### src/rtl/tt_mux_seq.sv
// Sequenced row mux: routes the spine to one user module, with a guard interval on every selection change.
// Optional macro TT_MUX_OW_PIPE_EN registers spine_ow (one extra clock of latency).
module tt_mux_seq #(
  parameter int N_UM      = 16,
  parameter int N_IO      = 8,
  parameter int N_O       = 8,
  parameter int N_I       = 10,
  parameter int GUARD_CYC = 4,
  parameter int U_OW      = N_O + 2 * N_IO,
  parameter int U_IW      = N_I + N_IO
) (
  input  logic                   clk,
  input  logic                   rst_n,
  input  logic [U_OW*N_UM-1:0]   um_ow,
  output logic [U_IW*N_UM-1:0]   um_iw,
  output logic [N_UM-1:0]        um_ena,
  output logic [U_OW-1:0]        spine_ow,
  input  logic [U_IW-1:0]        spine_iw,
  input  logic [9:0]             spine_sel,
  input  logic                   spine_ena,
  input  logic [4:0]             addr,
  output logic                   busy
);

  typedef enum logic [1:0] {S_OFF, S_GUARD, S_ON} state_t;

  localparam logic [3:0] GLOAD = 4'(GUARD_CYC - 1);
  localparam logic [5:0] NUM6  = 6'(N_UM);

  state_t          state_q, state_d;
  logic [4:0]      col_q, col_d;
  logic [3:0]      gcnt_q, gcnt_d;
  logic [N_UM-1:0] ena_q, ena_d;
  logic            busy_q;
  logic            req_vld;
  logic [4:0]      tcol;
  logic [U_OW-1:0] ow_src;

  assign tcol    = spine_sel[4:0];
  assign req_vld = spine_ena && (spine_sel[9:5] == addr) && ({1'b0, tcol} < NUM6);

  always_comb begin
    state_d = state_q;
    col_d   = col_q;
    gcnt_d  = gcnt_q;
    case (state_q)
      S_OFF: begin
        if (req_vld) begin
          state_d = S_GUARD;
          col_d   = tcol;
          gcnt_d  = GLOAD;
        end
      end
      S_GUARD: begin
        if (!req_vld) begin
          state_d = S_OFF;
        end else if (tcol != col_q) begin
          col_d  = tcol;
          gcnt_d = GLOAD;
        end else if (gcnt_q == 4'd0) begin
          state_d = S_ON;
        end else begin
          gcnt_d = gcnt_q - 4'd1;
        end
      end
      S_ON: begin
        if (!req_vld) begin
          state_d = S_OFF;
        end else if (tcol != col_q) begin
          state_d = S_GUARD;
          col_d   = tcol;
          gcnt_d  = GLOAD;
        end
      end
      default: state_d = S_OFF;
    endcase
  end

  // Enable is decoded from the next state so it is a clean register output.
  always_comb begin
    ena_d = '0;
    for (int k = 0; k < N_UM; k++) begin
      ena_d[k] = (state_d == S_ON) && (col_d == 5'(k));
    end
  end

  always_ff @(posedge clk or negedge rst_n) begin
    if (!rst_n) begin
      state_q <= S_OFF;
      col_q   <= 5'd0;
      gcnt_q  <= 4'd0;
      ena_q   <= '0;
      busy_q  <= 1'b0;
    end else begin
      state_q <= state_d;
      col_q   <= col_d;
      gcnt_q  <= gcnt_d;
      ena_q   <= ena_d;
      busy_q  <= (state_d == S_GUARD);
    end
  end

  assign um_ena = ena_q;
  assign busy   = busy_q;

  for (genvar k = 0; k < N_UM; k++) begin : g_iw
    assign um_iw[U_IW*k +: U_IW] = ena_q[k] ? spine_iw : '0;
  end

  always_comb begin
    ow_src = '0;
    if (state_q == S_ON) begin
      for (int k = 0; k < N_UM; k++) begin
        if (col_q == 5'(k)) ow_src = um_ow[U_OW*k +: U_OW];
      end
    end
  end

`ifdef TT_MUX_OW_PIPE_EN
  logic [U_OW-1:0] ow_q;

  always_ff @(posedge clk or negedge rst_n) begin
    if (!rst_n) ow_q <= '0;
    else        ow_q <= ow_src;
  end

  assign spine_ow = ow_q;
`else
  assign spine_ow = ow_src;
`endif

endmodule

### config.mk
export PLATFORM = sky130hd
export DESIGN_NAME = tt_mux_seq
export DESIGN_NICKNAME = d
export VERILOG_FILES = /design/src/rtl/tt_mux_seq.sv
export SDC_FILE = /design/constraint.sdc
export NUM_CORES = 1
export LEC_CHECK = 0
export CAP_MARGIN = 20
export CORE_AREA = 2 2 292 294
export DETAILED_ROUTE_END_ITERATION = 8
export DIE_AREA = 0 0 294 296
export PLACE_DENSITY = 0.39
export SYNTH_ARGS = -nofsm -noshare
export SYNTH_HDL_FRONTEND = slang
export SYNTH_SLANG_ARGS = --single-unit
### constraint.sdc
create_clock -name clk -period 5.1 [get_ports clk]
set_input_delay 1.02 -clock clk [delete_from_list [all_inputs] [get_ports clk]]
set_output_delay 1.02 -clock clk [all_outputs]
set_load 0.01 [all_outputs]
## Yosys cells after proc, flatten, opt, wreduce, memory -nomap -nowiden

Index checks and enable logic that the tools add are counted.

| storage, ports and cells | value |
|---|---|
| register bits after elaboration | 28 |
| input bits | 420 |
| output and inout port bits | 329 |
| word-level logic and storage cells | 124 |

| operators by class | value |
|---|---|
| add/sub/neg operators | 1 |
| magnitude comparators | 1 |
| equal/unequal tests | 41 |
| muxes and demuxes | 51 |
| reduce and logical (&&, ||, !) cells | 25 |

Operators by type and width:

| operator | count |
|---|---|
| two-way mux 24 bit | 17 |
| two-way mux 18 bit | 16 |
| == test 5 x 4 -> 1 bit, second input constant | 16 |
| == test 5 x 3 -> 1 bit, second input constant | 8 |
| two-way mux 4 bit | 6 |
| == test 5 x 2 -> 1 bit, second input constant | 4 |
| logical AND 1 bit | 18 |
| two-way mux 5 bit | 3 |
| two-way mux 2 bit | 6 |
| one-hot mux 4 bit (3 select lines) | 1 |
| == test 5 x 1 -> 1 bit, second input constant | 2 |
| zero test 5 bit | 2 |
| one-hot mux 5 bit (2 select lines) | 1 |
| != test 2 bit, second input constant | 4 |
| one-hot mux 2 bit (3 select lines) | 1 |
| AND reduction 6 bit | 1 |
| == test 5 bit | 1 |
| less-than comparator 5 bit, second input constant | 1 |
| != test 5 bit | 1 |
| == test 2 x 1 -> 1 bit, second input constant | 2 |
| == test 2 bit, second input constant | 2 |
| zero test 4 bit | 1 |
| subtractor 4 x 1 -> 4 bit, second input constant | 1 |
| != test 3 bit, second input constant | 1 |
| 3 further kinds | 3 |

## Longest topological paths before layout

Gate-level depths: netlist of the first run.

| depth | value |
|---|---|
| depth in word-level cells | 18 |
| gate-level depth with buffers | 10 |
| gate-level depth less buffers | 9 |

## Worst setup path after synthesis of the first run

OpenSTA, ideal clock, no wires.

| timing path | value |
|---|---|
| path kind | in2out |
| start point | input port um_ow[17] |
| end point | output port spine_ow[17] |
| arrival time | 2.231 ns |
| required time | 4.080 ns |
| slack | 1.849 ns |
| stages on the path | 6 |
| buffers on the path | 0 |
| cell sequence | nor3_1 -> or3_1 -> o221ai_1 -> nand3_1 -> a221o_1 -> a31oi_1 |

| between the ends | value |
|---|---|
| word-level cells in the longest chain between the ends | 17 |

Ends and longest elaborated chain:

| item | RTL line | RTL |
|---|---|---|
| start, declared | 14 | `input logic [U_OW*N_UM-1:0] um_ow,` |
| two-way mux 24 bit (16 in series) | 114 | `if (col_q == 5'(k)) ow_src = um_ow[U_OW*k +: U_OW];` |
| two-way mux 24 bit | 112 | `if (state_q == S_ON) begin` |
| end, declared | 17 | `output logic [U_OW-1:0] spine_ow,` |

Every way passes these cells.

## Worst setup path after layout of the first run

| timing path | value |
|---|---|
| start point | input port um_ow[34] |
| end point | output port spine_ow[10] |

| between the ends | value |
|---|---|
| word-level cells in the longest chain between the ends | 16 |

Ends and longest elaborated chain:

| item | RTL line |
|---|---|
| two-way mux 24 bit (15 in series) | 114 |
| two-way mux 24 bit | 112 |

Every way passes these cells.

==> summary.md, run 1 <==
| Metric | Value |
|---|---|
| Routed len/inst | 27.1 um |
| CP cell instances | clkdlybuf4s50_1, mux2i_1, o21ai_0, buf_4, a222oi_1, buf_4, o21ai_0, a21oi_1, o22ai_1, clkdlybuf4s50_1 |
| Worst-path maximum fanout | 1 |
| Synth Register Bits | 28 |
| Max VDD drop | 142 uV |
| Max-cap violations | 0 |
| CP max stage delay | 0.53 ns |
| Layout area overhead | 140% |
| Slew HR | 36.5% |
| Syn_area_per_cell | 6.67 um2 |
| Endpoints failing setup | 0 |
| HPWL Detailed | 67,200 um |
| Die area | 87,000 um2 |
| First-pass DRT Iterations | 5 |
| Ys flop type | dfrtp_1 |
| P_leak | 5.59 nW |
| Initial core utilization | 7.86% |
| Clock Skews | 0.0114 ns |
| Die H | 296 um |
| Hold WC Path Type | reg -> reg |
| Root buffer selected by CTS | clkbuf_16 |
| Global Route Usage Sum | 16.7% |
| Hold Violations, Final | 0 |
| Post-Synth XOR/XNOR Area | 1.32% |
| Core area | 84,200 um2 |
| Largest family of logic cells by synthesized area | simple AND/OR/NAND/NOR gates |
| Post-cts resize count | 0 |
| Async SR Flop Fraction | 100% |
| Final period utilization | 94.9% |
| Mux contribution to synthesized area | 5.82% |
| CTS tree | yes |
| Vias | 11,300 |
| Outcome | finished, final reports clean |
| Cell area after synthesis | 6620 um2 |
| Final instance area | 15,900 um2 |
| IO Port Bufs | 748 |
| Worst-path clk slew | 0.07 ns |
| Starting DRT DRC Count | 604 |
| Startpoint Class | primary input |
| CTS Buffer Depth | 2 |
| Initial antenna violation count | 32 |
| Share of cells above drive strength 1 | 7.03% |
| Kind of critical path | in -> out |
| Global-route wire length before repair | 100,000 um |
| Row cnt | 107 |
| Drt drc | 0 |
| Slowest stage cell on the critical path | clkdlybuf4s50_1 |
| Required @ worst endpoint | 4.08 ns |
| Netlist cell types | 63 |
| Pwr/cell area | 187 nW/um2 |
| Net Count, Synth | 1,419 |
| Vias per cell | 3.99 |
| Total CTS buffers | 3 |
| Setup TNS | 0 ns |
| Clock Latency Late Sink | 0.28 ns |
| Worst Setup End Kind | output pin |
| Yosys Warn Count | 0 |
| Final net count | 2,162 |
| Final core utilization | 18.9% |
| Via count of the first global-routing pass | 11,300 |
| CTS sink count | 28 |
| Max Slew Vio Count | 0 |
| Post-synthesis cell count | 993 |
| Worst-margin pin slew | 0.950 ns |
| Post-CTS Setup Bufs | 0 |
| RSZ-0062 raised after global routing | false |
| Top-Level Pins | 749 |
| Largest net degree at the start of global routing | 30 |
| Max H-tree Level | 1 |
| Compound-Gate Fraction of Synth Area | 30.8% |
| Simple-gate share of the synthesized area | 43.8% |
| WP data arrival | 3.82 ns |
| Antenna violation net count after detailed routing | 0 |
| Synth Area in Adders | 1.13% |
| # fillers | 9,464 |
| Placer Congestion | 0.921 |
| EDFF count, synth | 0 |
| Register area share after synthesis | 10.6% |
| Cts hold-fix bufs | 0 |
| Die Wd | 294 um |
| Area of placed instances | 15,800 um2 |
| Final WL | 77,100 um |
| Final Critical Period | 4.84 ns |
| Fmax | 207 MHz |
| Overflow after GRT | 0 |
sequential cells by signal, indices dropped and copies added (netlist names):
signal   flops
um_ena      16
busy         1
gcnt_q       4
col_q        5
state_q      2
cell usage after synthesis (all sizes together), types with 6 or more instances:
master  instances  area share, %
a221o           9            1.4
buf            23            1.7
mux2           10            1.7
dfrtp          28             11
or3             6           0.57
a221oi         15            2.0
clkbuf         69            3.9
nand3          34            2.6
o22ai          14            1.3
inv            15           0.85
and3            6           0.57
nand2          49            2.8
nor2           59            3.4
o221ai         20            2.7
a22oi          39            4.6
ha              6            1.1
and2          294             28
nor2b          10           0.94
a31oi          15            1.4
nor3           29            2.5
o21ai          68            5.1
nand2b          9           0.85
mux2i          16            2.4
a222oi         11            1.7
a22o            6           0.79
a21oi          62            4.7
placed cells by master (no fill, tap or decap), drive strengths merged, types with 4 or more instances in the layout:
cell	synthesis	routed
a211oi	5	5
a21o	4	4
a21oi	62	62
a221o	9	9
a221oi	15	15
a222oi	11	11
a22o	6	6
a22oi	39	39
a31oi	15	15
and2	294	294
and3	6	6
buf	23	83
clkdlybuf4s50	0	747
dfrtp	28	28
diode	0	17
ha	6	6
inv	15	15
mux2	10	10
mux2i	16	16
mux4	5	5
nand2	49	49
nand2b	9	9
nand3	34	34
nor2	59	59
nor2b	10	10
nor3	29	29
o211ai	4	4
o21ai	68	68
o221ai	20	20
o22ai	14	14
or2	5	5
or3	6	6
xnor2	5	5
xor2	5	5
stage by stage:
stage | worst slack [ns] | cells | power [W] | hold WS, ns
2_1_floorplan | 1.85 | 993 | 0.00125 | 0.484
3_3_place_gp | 0.339 | 2821 | 0.00275 | 0.513
3_5_place_dp | 0.363 | 2821 | 0.00274 | 0.546
4_1_cts | 0.345 | 2825 | 0.00301 | 0.564
5_1_grt | 0.171 | 2836 | 0.00311 | 0.605
6_report | 0.261 | 2842 | 0.00297 | 0.557
cells by family (layout without fill, tap and decap cells):
logic type      after synthesis  after routing
compound gates              299            299
xor+xnor                     10             10
fa+ha+maj                     6              6
buf+inv                     108            850
flops                        28             28
mux                          31             31
other cells                   0             17
simple gates                511            511
worst paths after layout:
check	startpoint	to	slack, ns	cells after the start
worst max-delay path	um_ow[34]	spine_ow[10]	0.26	10
worst min-delay path	gcnt_q[0]$_DFFE_PN0P_	gcnt_q[0]$_DFFE_PN0P_	0.56	1
worst max register to register	col_q[0]$_DFF_PN0_	um_ena[12]$_DFF_PN0_	1.95	8
worst min register to register	gcnt_q[0]$_DFFE_PN0P_	gcnt_q[0]$_DFFE_PN0P_	0.56	1
max in group asynchronous	rst_n	col_q[0]$_DFF_PN0_	3.61	2
min in group asynchronous	rst_n	um_ena[10]$_DFF_PN0_	1.15	2
layer usage:
| metal | up-vias | wire (um) | track usage [%] |
|---|---|---|---|
| met1 | 5486 | 27700 | 17.4 |
| met4 | 4 | 3460 | 7.14 |
| met5 | - | 23 | 0 |
| met3 | 97 | 5270 | 3.63 |
| met2 | 684 | 40700 | 32.0 |
| li1 | 5074 | - | - |
critical path: cells and delay by family:
family	cells	cell delay [ns]
compound gates	5	1.20
mux	1	0.22
buf+inv	4	1.37
cell type report:
cell class / count / area, um2 / share of cell area [%]
timing repair buffer: 830 / 8130 / 51.1
multi-input combinational: 857 / 5490 / 34.6
tap: 1090 / 1360 / 8.58
sequential: 28 / 707 / 4.45
clock buffer: 3 / 75.1 / 0.472
inverter: 16 / 60.1 / 0.378
antenna: 17 / 42.5 / 0.268
clock inverter: 1 / 30.0 / 0.189
power by group:
| part | switching [W] | internal (W) |
|---|---|---|
| combinational | 0.00148 | 0.000936 |
| clock | 0.0000930 | 0.000157 |
| sequential | 0.0000648 | 0.000239 |
Power figures use the tool's default switching activity.
==> inputs of run 2 (changes only) <==
Settings changed: PLACE_DENSITY 0.39 to 0.4.
Clock period 5.1 ns to 4.2 ns, I/O delays scaled along.
==> run 2 against run 1 <==
  * Cell area grew 4.8%
  * Sequential share of layout area shrank 0.19 points
  * Highest routed layer unchanged
  * Die area is the same
  * Cell count grew 2.6%
  * Register-to-register slack lost 0.54 ns
  * Global-route usage grew 0.098 points
  * Utilization grew 0.90 points
  * Largest cell class unchanged
  * Wire length grew 0.81%
  * Clock-buffer cell count is the same
==> summary.md, run 2 (synthesized netlist as in run 1, its figures left out) <==
| Metric | Value |
|---|---|
| First-pass DRT Iterations | 9 (+4) |
| Initial core utilization | 7.86% (unchanged) |
| Drt drc | 0 (unchanged) |
| Worst-case reg-to-reg path depth | 9 (+1) |
| Top-Level Pins | 749 (unchanged) |
| Max H-tree Level | 1 (unchanged) |
| Max Slew Vio Count | 0 (unchanged) |
| Outcome | finished, final reports clean |
| Layout area overhead | 152% |
| Clock Skews | 0.00420 ns (-0.00721 ns) |
| Final net count | 2,238 (+3.5%) |
| Clock Latency Late Sink | 0.27 ns (about the same) |
| Final period utilization | 98.0% |
| Worst-path clk slew | 0.08 ns (about the same) |
| Final WL | 77,800 um (+0.81%) |
| Vias per cell | 3.97 (-0.50%) |
| Hold Slack | 0.554 ns (-0.00300 ns) |
| Die area | 87,000 um2 (unchanged) |
| Startpoint Class | flip-flop |
| Slew HR | 44.3% (+7.8 points) |
| RSZ-0062 raised after global routing | false |
| Worst-path maximum fanout | 8 (+7) |
| Reg2reg end | um_ena[12]$_DFF_PN0_ |
| Antenna violation net count after detailed routing | 0 (unchanged) |
| Largest net degree at the start of global routing | 37 (+23%) |
| Worst Setup End Kind | output pin |
| Pwr/cell area | 238 nW/um2 (+28%) |
| CTS Buffer Depth | 2 (unchanged) |
| Hold endpoint | gcnt_q[3]$_DFFE_PN0P_ |
| Reg2reg setup slack | 1.41 ns (-0.54 ns) |
| Hold Violations, Final | 0 (unchanged) |
| Fin cells | 2,917 (+2.6%) |
| Placer Congestion | 0.899 (-2.4%) |
| Global-route wire length before repair | 102,000 um (+1.2%) |
| Vias | 11,600 (+2.1%) |
| Core area | 84,200 um2 (unchanged) |
| Total CTS buffers | 3 (unchanged) |
| Global Route Usage Sum | 16.8% (+0.098 points) |
| Crit. Startpoint | col_q[0]$_DFF_PN0_ |
| Max-cap violations | 0 (unchanged) |
| Via count of the first global-routing pass | 11,500 (+1.8%) |
| Commonest non-fill, non-tap cells in the layout | clkdlybuf4s50_1, and2_1, buf_4 |
| Endpoints failing setup | 0 (unchanged) |
| HPWL Detailed | 66,800 um (-0.60%) |
| Worst-margin pin slew | 0.836 ns (-0.115 ns) |
| Die Wd | 294 um (unchanged) |
| Hold path start | gcnt_q[3]$_DFFE_PN0P_ |
| Row cnt | 107 (unchanged) |
| R2R Path Start | col_q[1]$_DFF_PN0_ |
| Required @ worst endpoint | 3.36 ns (-0.72 ns) |
| Hold WC Path Type | reg -> reg |
| Commonest non-fill, non-tap cell in the layout | clkdlybuf4s50_1 |
| Routed len/inst | 26.7 um (-1.8%) |
| Hold path depth | 2 (+1) |
| Overflow after GRT | 0 (unchanged) |
| Fmax | 243 MHz |
| Starting DRT DRC Count | 677 (+12%) |
| P_leak | 6.05 nW (+8.3%) |
| IO Port Bufs | 748 (unchanged) |
| CTS sink count | 28 (unchanged) |
| Max VDD drop | 136 uV (-4.6%) |
| # fillers | 9,457 (-0.074%) |
| Root buffer selected by CTS | clkbuf_16 |
| Placed cells | 2,888 (+2.4%) |
| Max FFs per register | 16 (unchanged) |
| CTS tree | yes |
| Kind of critical path | reg -> out |
| Die H | 296 um (unchanged) |
| Final Critical Period | 4.12 ns |
| Initial antenna violation count | 26 (-19%) |
| Share of cells above drive strength 1 | 12.3% (+5.2 points) |
| WP data arrival | 3.28 ns (-0.54 ns) |
-- run 2: cell count changes in the layout (fill, tap and decap cells not counted), moves of 3 or more --
| cell | change |
|---|---|
| a21oi_2 | +6 |
| buf_6 | +3 |
| o21ai_0 | -3 |
| a21oi_1 | -6 |
| buf_12 | +5 |
| clkdlybuf4s50_1 | -4 |
| buf_4 | +68 |
-- run 2: where the power goes --
| group | switching, W | internal, W | leakage, nW |
|---|---|---|---|
| Combinational | 0.00192 | 0.00143 | 5.63 |
| Clock | 0.000101 | 0.000190 | 0.0512 |
| Sequential | 0.0000319 | 0.000293 | 0.374 |
-- run 2: metal layers --
| layer | global-route usage, % | up-vias | part of all wire [%] |
|---|---|---|---|
| li1 | - | 5217 | - |
| met1 | 17.5 | 5614 | 36 |
| met2 | 33.5 | 663 | 54 |
| met3 | 2.53 | 84 | 5.8 |
| met4 | 6.17 | 8 | 3.8 |
| met5 | 0 | - | 0.062 |
-- run 2: final cells by class --
type,count,area (um2),share of cell area [%]
Antenna cell,16,40.0,0.240
Clock buffer,3,75.1,0.451
Clock inverter,1,30.0,0.180
Inverter,16,60.1,0.361
Multi-Input combinational cell,857,5590,33.6
Sequential cell,28,709,4.26
Tap cell,1090,1360,8.19
Timing Repair Buffer,906,8790,52.8
-- run 2: worst max path at each step --
stage / endpoint / slack [ns] / cells past startpoint
after global routing: spine_ow[21] / 0.003 / 10
after floorplan: spine_ow[17] / 1.27 / 8
after global placement: spine_ow[17] / -0.39 / 9
after CTS: spine_ow[16] / 0.005 / 11
final: spine_ow[11] / 0.08 / 10
after detailed placement: spine_ow[17] / -0.32 / 9
-- run 2: critical path: stages, from the launching register on --
cell and delay (ns):
dfrtp_4 0.49, buf_12 0.15, buf_4 0.16, and2_1 0.23
nand2_1 0.12, buf_4 0.22, a21oi_1 0.09, a221o_1 0.27
o221ai_1 0.55, a31oi_1 0.17, clkdlybuf4s50_1 0.54
-- run 2: repair_timing --
action | in CTS | in global routing
hold buffers | 0 | 0
resized for setup | 13 | 22
pin swaps | 5 | 5
setup endpoints to repair | 9 | 14
endpoints found under the hold margin | 0 | 0
setup buffers | 6 | 2
-- run 2: metrics by stage --
step	total power [W]	setup slack, ns	instance area (um2)	utilization, %	TNS [ns]
global placement	0.00357	-0.386	16300	19.4	-0.559
floorplan	0.00151	1.27	6620	-	0
detailed placement	0.00357	-0.324	16300	19.4	-0.594
global route	0.00416	0.00297	16600	19.8	0
finish	0.00397	0.0829	16700	19.8	0
CTS	0.00395	0.00531	16500	19.6	0
